**src/rtl/hazard_ctrl.sv**
```systemverilog
// ============================================================================
// hazard_ctrl
// ----------------------------------------------------------------------------
// Pipeline hazard controller for the five-stage MIPS datapath.
//
// It combines three jobs:
//   * freezing the whole pipeline while a data-cache request is outstanding,
//   * inserting a bubble for read-after-write hazards that forwarding cannot
//     cover,
//   * flushing the younger stages on a taken branch or a decoded jump.
// It also drops the dmem request for one cycle after a dhit, so a request
// that has already been served is not issued again. A saturating counter
// records how many cycles the PC was held.
//
// Parameters
//   REG_W       register index width
//   FLUSH_DEPTH stages cleared on a taken branch (1..3)
//                 1 = IF/ID, 2 = IF/ID + ID/EX, 3 = also EX/MEM
//   CNT_W       stall counter width
//
// Ports
//   CLK, nRST                 clock, synchronous active-low reset
//   ihit, dhit                instruction / data cache hits
//   dmemREN_in, dmemWEN_in    memory request from the EX/MEM stage
//   branch_taken              branch resolved taken in EX/MEM
//   jump_id                   jump decoded in ID
//   ifid_rs, ifid_rt          source registers of the instruction in ID
//   idex_rd, idex_regwen,
//   idex_dmemREN              destination / write / load of the EX stage
//   exmem_rd, exmem_regwen    destination / write of the MEM stage
//   pcen .. memwb_en          pipeline latch enables
//   ifid_flush .. exmem_flush synchronous latch clears
//   imemREN, dmemREN, dmemWEN gated cache requests
//   stall_cnt                 cycles with pcen = 0, saturating
//
// Build option
//   HAZARD_FORWARD_EN  defined   : a forwarding unit exists, only load-use
//                                  hazards stall.
//                      undefined : every RAW hazard against EX or MEM stalls.
// ============================================================================
module hazard_ctrl #(
    parameter int REG_W       = 5,
    parameter int FLUSH_DEPTH = 2,
    parameter int CNT_W       = 16
) (
    input  logic             CLK,
    input  logic             nRST,
    input  logic             ihit,
    input  logic             dhit,
    input  logic             dmemREN_in,
    input  logic             dmemWEN_in,
    input  logic             branch_taken,
    input  logic             jump_id,
    input  logic [REG_W-1:0] ifid_rs,
    input  logic [REG_W-1:0] ifid_rt,
    input  logic [REG_W-1:0] idex_rd,
    input  logic             idex_regwen,
    input  logic             idex_dmemREN,
    input  logic [REG_W-1:0] exmem_rd,
    input  logic             exmem_regwen,
    output logic             pcen,
    output logic             ifid_en,
    output logic             idex_en,
    output logic             exmem_en,
    output logic             memwb_en,
    output logic             ifid_flush,
    output logic             idex_flush,
    output logic             exmem_flush,
    output logic             imemREN,
    output logic             dmemREN,
    output logic             dmemWEN,
    output logic [CNT_W-1:0] stall_cnt
);

    localparam logic [1:0] RUN   = 2'd0;
    localparam logic [1:0] DWAIT = 2'd1;
    localparam logic [1:0] DDONE = 2'd2;

    localparam logic [CNT_W-1:0] CNT_ONE = {{(CNT_W-1){1'b0}}, 1'b1};
    localparam logic [CNT_W-1:0] CNT_MAX = {CNT_W{1'b1}};

    // Which latches a taken branch clears, fixed at elaboration.
    localparam logic FLUSH_IDEX  = (FLUSH_DEPTH >= 2);
    localparam logic FLUSH_EXMEM = (FLUSH_DEPTH >= 3);

    logic [1:0] state;
    logic [1:0] next_state;
    logic       mem_req;
    logic       freeze;
    logic       ex_match;
    logic       mem_match;
    logic       raw_stall;

    assign mem_req = dmemREN_in | dmemWEN_in;

    // The pipeline is frozen whenever a memory access is waiting on the cache.
    // In DWAIT the request is by definition still outstanding until dhit.
    assign freeze = !dhit && (((state == RUN) && mem_req) || (state == DWAIT));

    // Source register in ID is produced by the instruction now in EX / MEM.
    // Register zero is never a real dependency.
    assign ex_match  = idex_regwen && (idex_rd != '0) &&
                       ((idex_rd == ifid_rs) || (idex_rd == ifid_rt));
    assign mem_match = exmem_regwen && (exmem_rd != '0) &&
                       ((exmem_rd == ifid_rs) || (exmem_rd == ifid_rt));

`ifdef HAZARD_FORWARD_EN
    // Forwarding covers everything except a load whose data is not back yet.
    logic unused_mem_match;
    assign unused_mem_match = mem_match;
    assign raw_stall        = ex_match && idex_dmemREN;
`else
    // No forwarding: any producer still in EX or MEM forces a stall.
    logic unused_idex_load;
    assign unused_idex_load = idex_dmemREN;
    assign raw_stall        = ex_match || mem_match;
`endif

    // Memory-wait sequencing: RUN issues, DWAIT holds until dhit, DDONE is
    // the single cycle in which the served request is masked off.
    always_comb begin
        next_state = state;
        case (state)
            RUN: begin
                if (mem_req) begin
                    next_state = dhit ? DDONE : DWAIT;
                end
            end
            DWAIT: begin
                if (dhit) begin
                    next_state = DDONE;
                end
            end
            DDONE:   next_state = RUN;
            default: next_state = RUN;
        endcase
    end

    // State register; reset always lands in RUN, so a request that was in
    // flight when reset hit is simply abandoned.
    always_ff @(posedge CLK) begin
        if (!nRST) begin
            state <= RUN;
        end else begin
            state <= next_state;
        end
    end

    // Latch control. A memory freeze overrides everything; otherwise the
    // priority is branch, jump, data hazard, instruction miss.
    always_comb begin
        pcen        = 1'b1;
        ifid_en     = 1'b1;
        idex_en     = 1'b1;
        exmem_en    = 1'b1;
        memwb_en    = 1'b1;
        ifid_flush  = 1'b0;
        idex_flush  = 1'b0;
        exmem_flush = 1'b0;
        imemREN     = 1'b1;
        dmemREN     = dmemREN_in;
        dmemWEN     = dmemWEN_in;

        if (!nRST) begin
            pcen        = 1'b0;
            ifid_en     = 1'b0;
            idex_en     = 1'b0;
            exmem_en    = 1'b0;
            memwb_en    = 1'b0;
            ifid_flush  = 1'b1;
            idex_flush  = 1'b1;
            exmem_flush = 1'b1;
            imemREN     = 1'b0;
            dmemREN     = 1'b0;
            dmemWEN     = 1'b0;
        end else if (freeze) begin
            pcen     = 1'b0;
            ifid_en  = 1'b0;
            idex_en  = 1'b0;
            exmem_en = 1'b0;
            memwb_en = 1'b0;
        end else begin
            // The request visible in DDONE was already served by the dhit.
            if (state == DDONE) begin
                dmemREN = 1'b0;
                dmemWEN = 1'b0;
            end

            if (branch_taken) begin
                ifid_flush  = 1'b1;
                idex_flush  = FLUSH_IDEX;
                exmem_flush = FLUSH_EXMEM;
            end else if (jump_id) begin
                ifid_flush = 1'b1;
            end else if (raw_stall) begin
                // Hold the dependent instruction in ID, send a bubble into EX.
                pcen       = 1'b0;
                ifid_en    = 1'b0;
                idex_flush = 1'b1;
            end else if (!ihit) begin
                // No valid fetch: keep the PC and feed a bubble into ID.
                pcen       = 1'b0;
                ifid_flush = 1'b1;
            end
        end
    end

    // Performance counter of PC-hold cycles; sticks at all-ones.
    always_ff @(posedge CLK) begin
        if (!nRST) begin
            stall_cnt <= '0;
        end else if (!pcen && (stall_cnt != CNT_MAX)) begin
            stall_cnt <= stall_cnt + CNT_ONE;
        end
    end

endmodule

```
**config.mk**
```make
export PLATFORM = sky130hd
export DESIGN_NAME = hazard_ctrl
export DESIGN_NICKNAME = d
export VERILOG_FILES = /design/src/rtl/hazard_ctrl.sv
export SDC_FILE = /design/constraint.sdc
export NUM_CORES = 1
export LEC_CHECK = 0
export CORE_MARGIN = 3
export CORE_UTILIZATION = 46
export CTS_BUF_LIST = sky130_fd_sc_hd__clkbuf_16
export CTS_CLUSTER_SIZE = 20
export DETAILED_ROUTE_END_ITERATION = 8
export PLACE_DENSITY_LB_ADDON = 0.08
export SYNTH_ARGS = -nofsm -noshare
export SYNTH_HDL_FRONTEND = slang
export SYNTH_SLANG_ARGS = --single-unit
```
**constraint.sdc**
```tcl
create_clock -name CLK -period 3 [get_ports CLK]
set_input_delay 0.3 -clock CLK [delete_from_list [all_inputs] [get_ports CLK]]
set_output_delay 0.3 -clock CLK [all_outputs]
set_load 0.05 [all_outputs]
```
; ---- Word-level counts from Yosys, hierarchy flattened
; Cells that the tools add are included.
[totals]
ff_bits = 18
input_bits = 31
out_inout_bits = 27
word_cells = 66
[op_classes]
n_addsub = 1
eq_ne = 9
muxes = 36
bitwise_logic = 1
n_reduce_logical = 17
[op_table]
columns = op, count
row1 = $mux W1, 32
row2 = $eq A5 B5 Y1, 4
row3 = $add A16 B1 Y16 const B, 1
row4 = $ne A16 B16 Y1 const B, 1
row5 = $reduce_bool A5 Y1, 2
row6 = $logic_and A1 B1 Y1, 7
row7 = $mux W2, 3
row8 = $logic_or A1 B1 Y1, 4
row9 = $ne A2 B2 Y1 const B, 2
row10 = $pmux W2 S2, 1
row11 = $eq A2 B1 Y1 const B, 1
row12 = $eq A2 B2 Y1 const B, 1
row13 = $logic_not A1 Y1, 2
row14 = $logic_not A2 Y1, 1
row15 = $reduce_and A2 Y1, 1
row16 = $or A1 B1 Y1, 1

; ---- Logic depth before layout (Yosys ltp)
; Gate-level depths: netlist of run 1.
[logic_depth]
depth_word = 11
mapped_depth = 9
ltp_nobuf = 7

; ---- Worst setup path before layout of run 1
; Ideal clock, no wire load.
[synth_timing]
path_kind = in2out
startpoint = input port exmem_rd[1]
endpoint = output port ifid_flush
arrival_ps = 2165
required_ps = 2700
slack_ps = 535
path_stages = 5
path_buffers = 0
path_cell_list = or4_1 o21ai_1 o22ai_1 or2_1 a31oi_1
[synth_via]
elab_chain_len = 9
elab_cells_between_ends = 12
classes_between = 2 x eq/ne / 5 x mux / 5 x reduce/logical
[synth_lines]
columns = element, line_no
row1 = start: declaration, 59  ; input logic [REG_W-1:0] exmem_rd,
row2 = $eq A5 B5 Y1 / $reduce_bool A5 Y1 (equally long branches), "105, 104"
row3 = $logic_or A1 B1 Y1 / $logic_and A1 B1 Y1 (equally long branches), "105, 104"
row4 = $logic_and A1 B1 Y1 *, 104  ; assign mem_match = exmem_regwen && (exmem_rd != '0) &&
row5 = $logic_or A1 B1 Y1 *, 116  ; assign raw_stall = ex_match || mem_match;
row6 = $mux W1 *, 195  ; end else if (raw_stall) begin
row7 = $mux W1 *, 193  ; end else if (jump_id) begin
row8 = $mux W1 *, 189  ; if (branch_taken) begin
row9 = $mux W1 *, 176  ; end else if (freeze) begin
row10 = $mux W1 *, 164  ; if (!nRST) begin
row11 = end: declaration, 66  ; output logic ifid_flush,
; Mark *: on every way between the ends. The rest lies on a longest branch, timed or not.

; ---- Worst setup path in the final report of run 1
; Ends and elaborated chain as after synthesis.

==> results of run 1 <==
-- area by class of cell --
cell class	count	area [um^2]	area share
inverters	9	33.8	0.0167
clock inverters	1	3.75	0.00186
multi-input cells	132	906	0.449
well taps	31	38.8	0.0192
clock buffers	3	75.1	0.0372
repair buffers	58	601	0.298
flip-flops and latches	18	360	0.179
-- worst register-to-register path: cells and delay by family, from the launching register on --
| family | cells | cell delay, ps |
|---|---|---|
| AND/OR/NAND/NOR | 4 | 890 |
| AO/OA/AOI/OAI | 1 | 700 |
| flip-flops | 1 | 440 |
| multiplexers | 1 | 140 |
-- placed cells by master (no fill, tap or decap), drive strengths merged, types with 3 or more instances in the layout --
cell / count
nor3: 8
nand2b: 4
nand4: 6
or4: 7
inv: 9
mux2i: 4
o31ai: 7
dfxtp: 18
a21oi: 9
buf: 7
or3: 3
o21ai: 5
nor4: 6
xor2: 20
clkbuf: 3
nand2: 9
clkdlybuf4s50: 51
nand3: 6
nor2: 9
-- routing by layer --
metal,track usage,vias up,part of all wire
li1,-,739,-
met3,0.0511,8,0.061
met2,0.366,55,0.50
met4,0.108,0,0.022
met1,0.284,669,0.42
met5,0,-,0
-- logic make-up after synthesis --
group	after synthesis	synth area share
simple gates	66	0.269
compound gates	41	0.225
xor+xnor	20	0.128
buf+inv	20	0.0775
flops	18	0.263
mux	4	0.0292
fa+ha+maj	1	0.00911
-- worst paths after layout --
check | endpoint | slack [ps] | cells past startpoint
max | ifid_flush | 300 | 7
min | stall_cnt[15]$_SDFFE_PN0P_ | 500 | 2
max reg2reg | stall_cnt[15]$_SDFFE_PN0P_ | 720 | 6
min reg2reg | stall_cnt[15]$_SDFFE_PN0P_ | 500 | 2
-- state kept, by name, indices dropped and copies added, names as in the netlist --
signal and count:
stall_cnt 16, state 2
-- per-stage QoR --
stage / utilization / power, mW / hold WS (ps) / instances / cell area (um^2)
4_1_cts: 0.719 / 0.747 / 503 / 252 / 2020
2_1_floorplan: - / 0.380 / 402 / 170 / 1370
3_5_place_dp: 0.691 / 0.475 / 496 / 248 / 1940
3_3_place_gp: 0.691 / 0.469 / 484 / 248 / 1940
6_report: 0.719 / 0.744 / 504 / 252 / 2020
5_1_grt: 0.719 / 0.774 / 527 / 252 / 2020
-- power by group through the flow --
stage / registers [mW] / clock network, mW / logic (mW)
2_1_floorplan: 0.269 / 0 / 0.111
3_3_place_gp: 0.256 / 0 / 0.213
3_5_place_dp: 0.256 / 0 / 0.219
4_1_cts: 0.251 / 0.276 / 0.220
5_1_grt: 0.252 / 0.288 / 0.234
6_report: 0.251 / 0.273 / 0.219
==> impl_metrics.csv, run 1 <==
group,metric,value,unit
power_and_ir_drop,max-vdd-ir-drop,0.407,mV
timing,finClkSkew,4.07,ps
timing,finalHoldViolCount,0,
synthesis,postSynthCellCount,170,
placement,post-dp-hpwl,2970,um
synthesis,most_numerous_cell_in_the_yosys_netlist,"sky130_fd_sc_hd__xor2_1",
clock_network,cts.clk_slew.worst_paths,50,ps
critical_path,peak_per_stage_delay_on_the_critical_path,550,ps
synthesis,ys_async_rst_share,0,
min_path,worst_hold_path_type,"flop to flop",
timing,post-route-period-util,0.901,
global_routing,global_route_wire_length_before_repair,6290,um
route,residual_drc,0,
critical_path,crit_path_start_kind,"input port",
timing,timing.setup.tns,0,ps
critical_path,cp.required,2700,ps
finish,antenna-diode-count,0,
synthesis,ys_seq_elements,18,
route,detail_route.iter0.violations,82,
clock_network,cts_hold_repair.buffers,0,
route,wire_per_inst,15.4,um
route,first_pass_iteration_count_of_the_detailed_router,4,
power_and_ir_drop,sw_frac_of_total,0.305,
synthesis,yosysSeqAreaShare,0.263,
flow_run,max_cap_viol_count,0,
timing,timing.final.max_slew_violations,0,
power_and_ir_drop,internal_power,0.517,mW
min_path,hold_path_startpoint,"stall_cnt[15]$_SDFFE_PN0P_",
power_and_ir_drop,p_leak,0.716,nW
synthesis,synthesis.yosys.warnings,0,
clock_network,clock_tree.htree_level_count,1,
power_and_ir_drop,power_frac_clock,0.367,
timing,timing.final.setup_violations,0,
critical_path,slowest_stage,"sky130_fd_sc_hd__or4_1",
finish,nets,254,
clock_network,worstSkewPairLatency,250,ps
power_and_ir_drop,share_seq_of_total_power,0.338,
clock_network,cts_tree,"done",
synthesis,synth.top_cells.by_area,"sky130_fd_sc_hd__dfxtp_1, sky130_fd_sc_hd__xor2_1, sky130_fd_sc_hd__or4_1",
route,routed_wirelength,3890,um
global_routing,globalRoute.totalOverflow,0,
critical_path,critPathCaptureType,"primary output",
critical_path,worst-path-max-fanout,3,
synthesis,avgSynthCellArea,8.07,um^2
timing,max_freq,370,MHz
timing,timing.final.crit_period,2700,ps
critical_path,cp.buffers_inverters,2,
timing,worst_max_slew_pin_slew,736,ps
synthesis,syn_area,1370,um^2
placement,port-buffer-count,56,
finish,final_layout_size_suffix_gt1_frac,0.0724,
global_routing,maximum_number_of_pins_on_one_net_before_global_route_repair,25,
critical_path,startpoint,"exmem_rd[1]",
die,io-pin-count,58,
synthesis,synth_enable_flop_cells,0,
synthesis,synth_ff_type,"sky130_fd_sc_hd__dfxtp_1",
synthesis,synthDominantAreaCellType,"sky130_fd_sc_hd__dfxtp_1",
clock_network,buffers_inserted_by_post_cts_timing_repair,0,
timing,worst_slack,296,ps
synthesis,yosys.area.top_type_share,0.263,
critical_path,critical_path.cell_chain,"clkdlybuf4s50_1 -> or4_1 -> o21ai_1 -> o22ai_1 -> or2_1 -> a31oi_1 -> buf_12",
clock_network,number_of_clock_sinks,18,
critical_path,path_delay_family,"simple AND/OR/NAND/NOR gates",
finish,syn2layout_area_growth,47.0,%
power_and_ir_drop,netSwitchingPower,0.227,mW
critical_path,criticalPathCategory,"input port to primary output",
synthesis,synth_nets,202,
power_and_ir_drop,pwr_density_cell,369,nW/um^2
global_routing,antenna_violations_before_repair,0,
clock_network,cts_inserted_buffers,3,
critical_path,worst_r2r_startpoint,"stall_cnt[3]$_SDFFE_PN0P_",
synthesis,synth_top_cells_by_count,"sky130_fd_sc_hd__xor2_1, sky130_fd_sc_hd__dfxtp_1, sky130_fd_sc_hd__a21oi_1, sky130_fd_sc_hd__nand2_1",
finish,layout.filler_cells,235,
timing,worst_slew_margin_rel,0.509,
route,avgViaCountPerCell,5.84,
power_and_ir_drop,power_frac_comb,0.295,
clock_network,max-clock-path-buffers,2,
synthesis,yosys.cell_types.count,47,
placement,final_wtd_congestion,0.835,
global_routing,globalRouteTotalUtil,0.226,
critical_path,cp.arrival,2400,ps
die,die_height,60.6,um
die,core_region_area,2810,um^2
route,num_vias,1471,
clock_network,ctsRootBufferMaster,"sky130_fd_sc_hd__clkbuf_16",
route,detail-route-antenna-nets,0,
die,std_cell_rows,19,
clock_network,cts_resized,0,
die,floorplan.die.width,60.6,um
die,initial_utilization,0.489,
placement,dp_slack,336,ps
outcome,run_status,"completed",
global_routing,vias_in_the_first_global_route,1401,
timing,rsz0062_at_grt,"no",
die,area_of_the_die,3680,um^2
(Power assumes the default switching activity.)
==> run 2, diff against run 1 <==
- SKIP_LAST_GASP: not set -> 1
==> results of run 2 <==
Same layout as run 1: the final DEF is identical, and so are final timing and power.
==> run 3, diff against run 2 <==
- ABC_AREA: not set -> 1
- CORE_UTILIZATION: 46 -> 48
==> run 3 against run 2 <==
Flip-flop and latch count unchanged. Total power shrank 2.4%. Global-route usage shrank 2.4 points. Maximum frequency down 1.7%. Die area grew 8.3%. Critical path depth increased by 6. Synthesized cell count increased by 45%. Worst hold slack worse by 7.3 ps. Critical path type unchanged. Highest routed layer unchanged.
==> impl_metrics.csv, run 3 <==
group,metric,value,unit
synthesis,yosys.area.top_type_share,0.230,
critical_path,cp.required,2700,ps
power_and_ir_drop,max-vdd-ir-drop,0.355,mV
critical_path,cp.buffers_inverters,5,
global_routing,groute.layer.met3.usage,0.0570,
global_routing,globalRoute.totalOverflow,0,
die,std_cell_rows,20,
finish,layout.cells.non_filler,343,
timing,worst_slew_margin_rel,0.665,
synthesis,avgSynthCellArea,6.34,um^2
route,num_vias,1664,
power_and_ir_drop,share_seq_of_total_power,0.344,
critical_path,critical_path.cell_chain,"clkdlybuf4s50_1 -> inv_1 -> nand2_1 -> nand2_1 -> nor2_1 -> nand3_1 -> nand2_1 -> nand2_2 -> nand2_1 -> inv_1 -> o31ai_1 -> inv_1 -> clkdlybuf4s50_1",
timing,finalHoldViolCount,0,
min_path,worst_hold_path_type,"flop to flop",
clock_network,cts_resized,0,
placement,port-buffer-count,56,
route,avgViaCountPerCell,4.85,
critical_path,worst-path-max-fanout,4,
die,io-pin-count,58,
global_routing,antenna_violations_before_repair,0,
clock_network,clock_tree.htree_level_count,1,
synthesis,synth_top_cells_by_count,"sky130_fd_sc_hd__nand2_1, sky130_fd_sc_hd__inv_1, sky130_fd_sc_hd__nand3_1, sky130_fd_sc_hd__nor2_1, sky130_fd_sc_hd__dfxtp_1",
finish,layout.cells.most_common,"sky130_fd_sc_hd__nand2_1",
synthesis,ys_async_rst_share,0,
timing,post-route-period-util,0.916,
power_and_ir_drop,pwr_density_cell,331,nW/um^2
finish,largest_register_ffs,16,
power_and_ir_drop,power_frac_comb,0.298,
power_and_ir_drop,netSwitchingPower,0.218,mW
critical_path,critPathCaptureType,"primary output",
synthesis,most_numerous_cell_in_the_yosys_netlist,"sky130_fd_sc_hd__nand2_1",
route,first_pass_iteration_count_of_the_detailed_router,4,
route,routed_wirelength,3810,um
clock_network,ctsRootBufferMaster,"sky130_fd_sc_hd__clkbuf_16",
global_routing,grt_use_met1,0.264,
synthesis,synthesis.yosys.warnings,0,
die,area_of_the_die,3980,um^2
global_routing,global_route_wire_length_before_repair,6670,um
critical_path,criticalPathCategory,"input port to primary output",
synthesis,synth_nets,279,
clock_network,number_of_clock_sinks,18,
power_and_ir_drop,power_frac_clock,0.358,
route,detail_route.iter0.violations,96,
timing,max_freq,364,MHz
clock_network,cts_inserted_buffers,3,
critical_path,cpMostUsedCell,"sky130_fd_sc_hd__nand2_1",
power_and_ir_drop,sw_frac_of_total,0.301,
critical_path,slowest_stage,"sky130_fd_sc_hd__clkdlybuf4s50_1",
timing,holdWs,497,ps
synthesis,synth_enable_flop_cells,0,
global_routing,globalRouteTotalUtil,0.202,
route,detail-route-antenna-nets,0,
finish,nets,333,
critical_path,path_delay_family,"buffers and inverters",
die,core_region_area,3080,um^2
clock_network,worstSkewPairLatency,250,ps
flow_run,max_cap_viol_count,0,
synthesis,postSynthCellCount,247,
clock_network,cts.clk_slew.worst_paths,50,ps
placement,placed_cells_incl_taps,340,
finish,layout.filler_cells,264,
timing,timing.final.crit_period,2750,ps
critical_path,crit_path_start_kind,"input port",
power_and_ir_drop,p_leak,0.964,nW
clock_network,cts_hold_repair.buffers,0,
critical_path,peak_per_stage_delay_on_the_critical_path,700,ps
placement,final_wtd_congestion,0.832,
die,die_height,63.1,um
finish,syn2layout_area_growth,40.2,%
clock_network,cts_tree,"done",
finish,largest_register,"stall_cnt",
critical_path,cp.arrival,2450,ps
synthesis,synthDominantAreaCellType,"sky130_fd_sc_hd__dfxtp_1",
global_routing,vias_in_the_first_global_route,1537,
finish,mostFrequentLayoutCells,"sky130_fd_sc_hd__nand2_1, sky130_fd_sc_hd__clkdlybuf4s50_1, sky130_fd_sc_hd__inv_1",
clock_network,buffers_inserted_by_post_cts_timing_repair,0,
finish,postLayoutCoreUtil,0.713,
timing,timing.final.max_slew_violations,0,
timing,timing.setup.tns,0,ps
power_and_ir_drop,internal_power,0.508,mW
placement,post-dp-hpwl,3010,um
timing,timing.final.setup_violations,0,
outcome,run_status,"completed",
global_routing,met2_global_route_usage,0.329,
timing,worst_max_slew_pin_slew,501,ps
route,wire_per_inst,11.1,um
die,floorplan.die.width,63.1,um
timing,rsz0062_at_grt,"no",
finish,layout_top_registers,"stall_cnt: 16 flops, state: 2 flops",
synthesis,synth_ff_type,"sky130_fd_sc_hd__dfxtp_1",
clock_network,max-clock-path-buffers,2,
finish,antenna-diode-count,0,
global_routing,maximum_number_of_pins_on_one_net_before_global_route_repair,20,
timing,finClkSkew,2.55,ps
route,residual_drc,0,
die,initial_utilization,0.509,
synthesis,ys_seq_elements,18,
synthesis,syn_area,1570,um^2
synthesis,synth.top_cells.by_area,"sky130_fd_sc_hd__dfxtp_1, sky130_fd_sc_hd__nand2_1, sky130_fd_sc_hd__nand3_1",
finish,final_layout_size_suffix_gt1_frac,0.117,
synthesis,yosysSeqAreaShare,0.230,
synthesis,yosys.cell_types.count,34,
global_routing,most_used_routing_layer_in_global_routing,"met2",
-- run 3: changes by cell type in the layout (fill, tap and decap cells not counted), moves of 5 or more --
cell,change
sky130_fd_sc_hd__or4_1,-7
sky130_fd_sc_hd__nor3_1,-5
sky130_fd_sc_hd__nand3_1,+18
sky130_fd_sc_hd__inv_2,+5
sky130_fd_sc_hd__a21oi_2,+10
sky130_fd_sc_hd__xnor2_1,+8
sky130_fd_sc_hd__nor4_1,-5
sky130_fd_sc_hd__nor2_1,+16
sky130_fd_sc_hd__xor2_1,-9
sky130_fd_sc_hd__inv_1,+21
sky130_fd_sc_hd__nand2_1,+66
-- run 3: final cells by class --
class	count	area, um^2	share of cell area
clock buffers	3	75.1	0.0342
inverters	36	135	0.0616
multi-input cells	185	1010	0.460
flip-flops and latches	18	360	0.164
well taps	44	55.1	0.0251
repair buffers	57	561	0.255
-- run 3: tightest hold or removal path, delay by kind of cell (launching register included) --
family | cells | cell delay (ps)
flip-flops | 1 | 330
AO/OA/AOI/OAI | 1 | 50
AND/OR/NAND/NOR | 1 | 70
-- run 3: power groups by stage --
stage                     combinational [mW]  sequential (mW)  clock, mW
after floorplan                        0.125            0.266          0
after global placement                 0.215            0.254          0
after detailed placement               0.217            0.255          0
after CTS                              0.217            0.250      0.263
after global routing                   0.235            0.250      0.275
final                                  0.216            0.250      0.260
-- run 3: path summary, 6_finish.rpt --
path	from	end	slack (ps)	cells after the start
worst min-delay path	stall_cnt[3]$_SDFFE_PN0P_	stall_cnt[3]$_SDFFE_PN0P_	500	2
worst min register to register	stall_cnt[3]$_SDFFE_PN0P_	stall_cnt[3]$_SDFFE_PN0P_	500	2
worst max-delay path	exmem_rd[0]	ifid_en	250	13
worst max register to register	stall_cnt[0]$_SDFFE_PN0P_	stall_cnt[11]$_SDFFE_PN0P_	1110	9
-- run 3: per-layer routing --
metal  vias up  share of wire  routed length [um]
met4         0          0.013                  50
met2        54           0.46                1740
met1       723           0.46                1770
met3         6          0.066                 250
li1        881              -                   -
met5         -              0                   0
-- run 3: through the flow --
stage / power [mW] / setup WS [ps] / instance area (um^2)
finish: 0.727 / 251 / 2190
floorplan: 0.391 / 900 / 1570
CTS: 0.730 / 236 / 2190
global route: 0.760 / 33.6 / 2190
global placement: 0.469 / 284 / 2120
detailed placement: 0.471 / 238 / 2120
-- run 3: logic make-up (layout without fill, tap and decap cells) --
group,Yosys count,count (layout),synth area share
flip-flops,18,18,0.230
AO/OA/AOI/OAI,22,22,0.0983
adder cells (fa/ha/maj),1,1,0.00799
XOR/XNOR,19,19,0.106
buffers and inverters,44,96,0.125
AND/OR/NAND/NOR,143,143,0.432
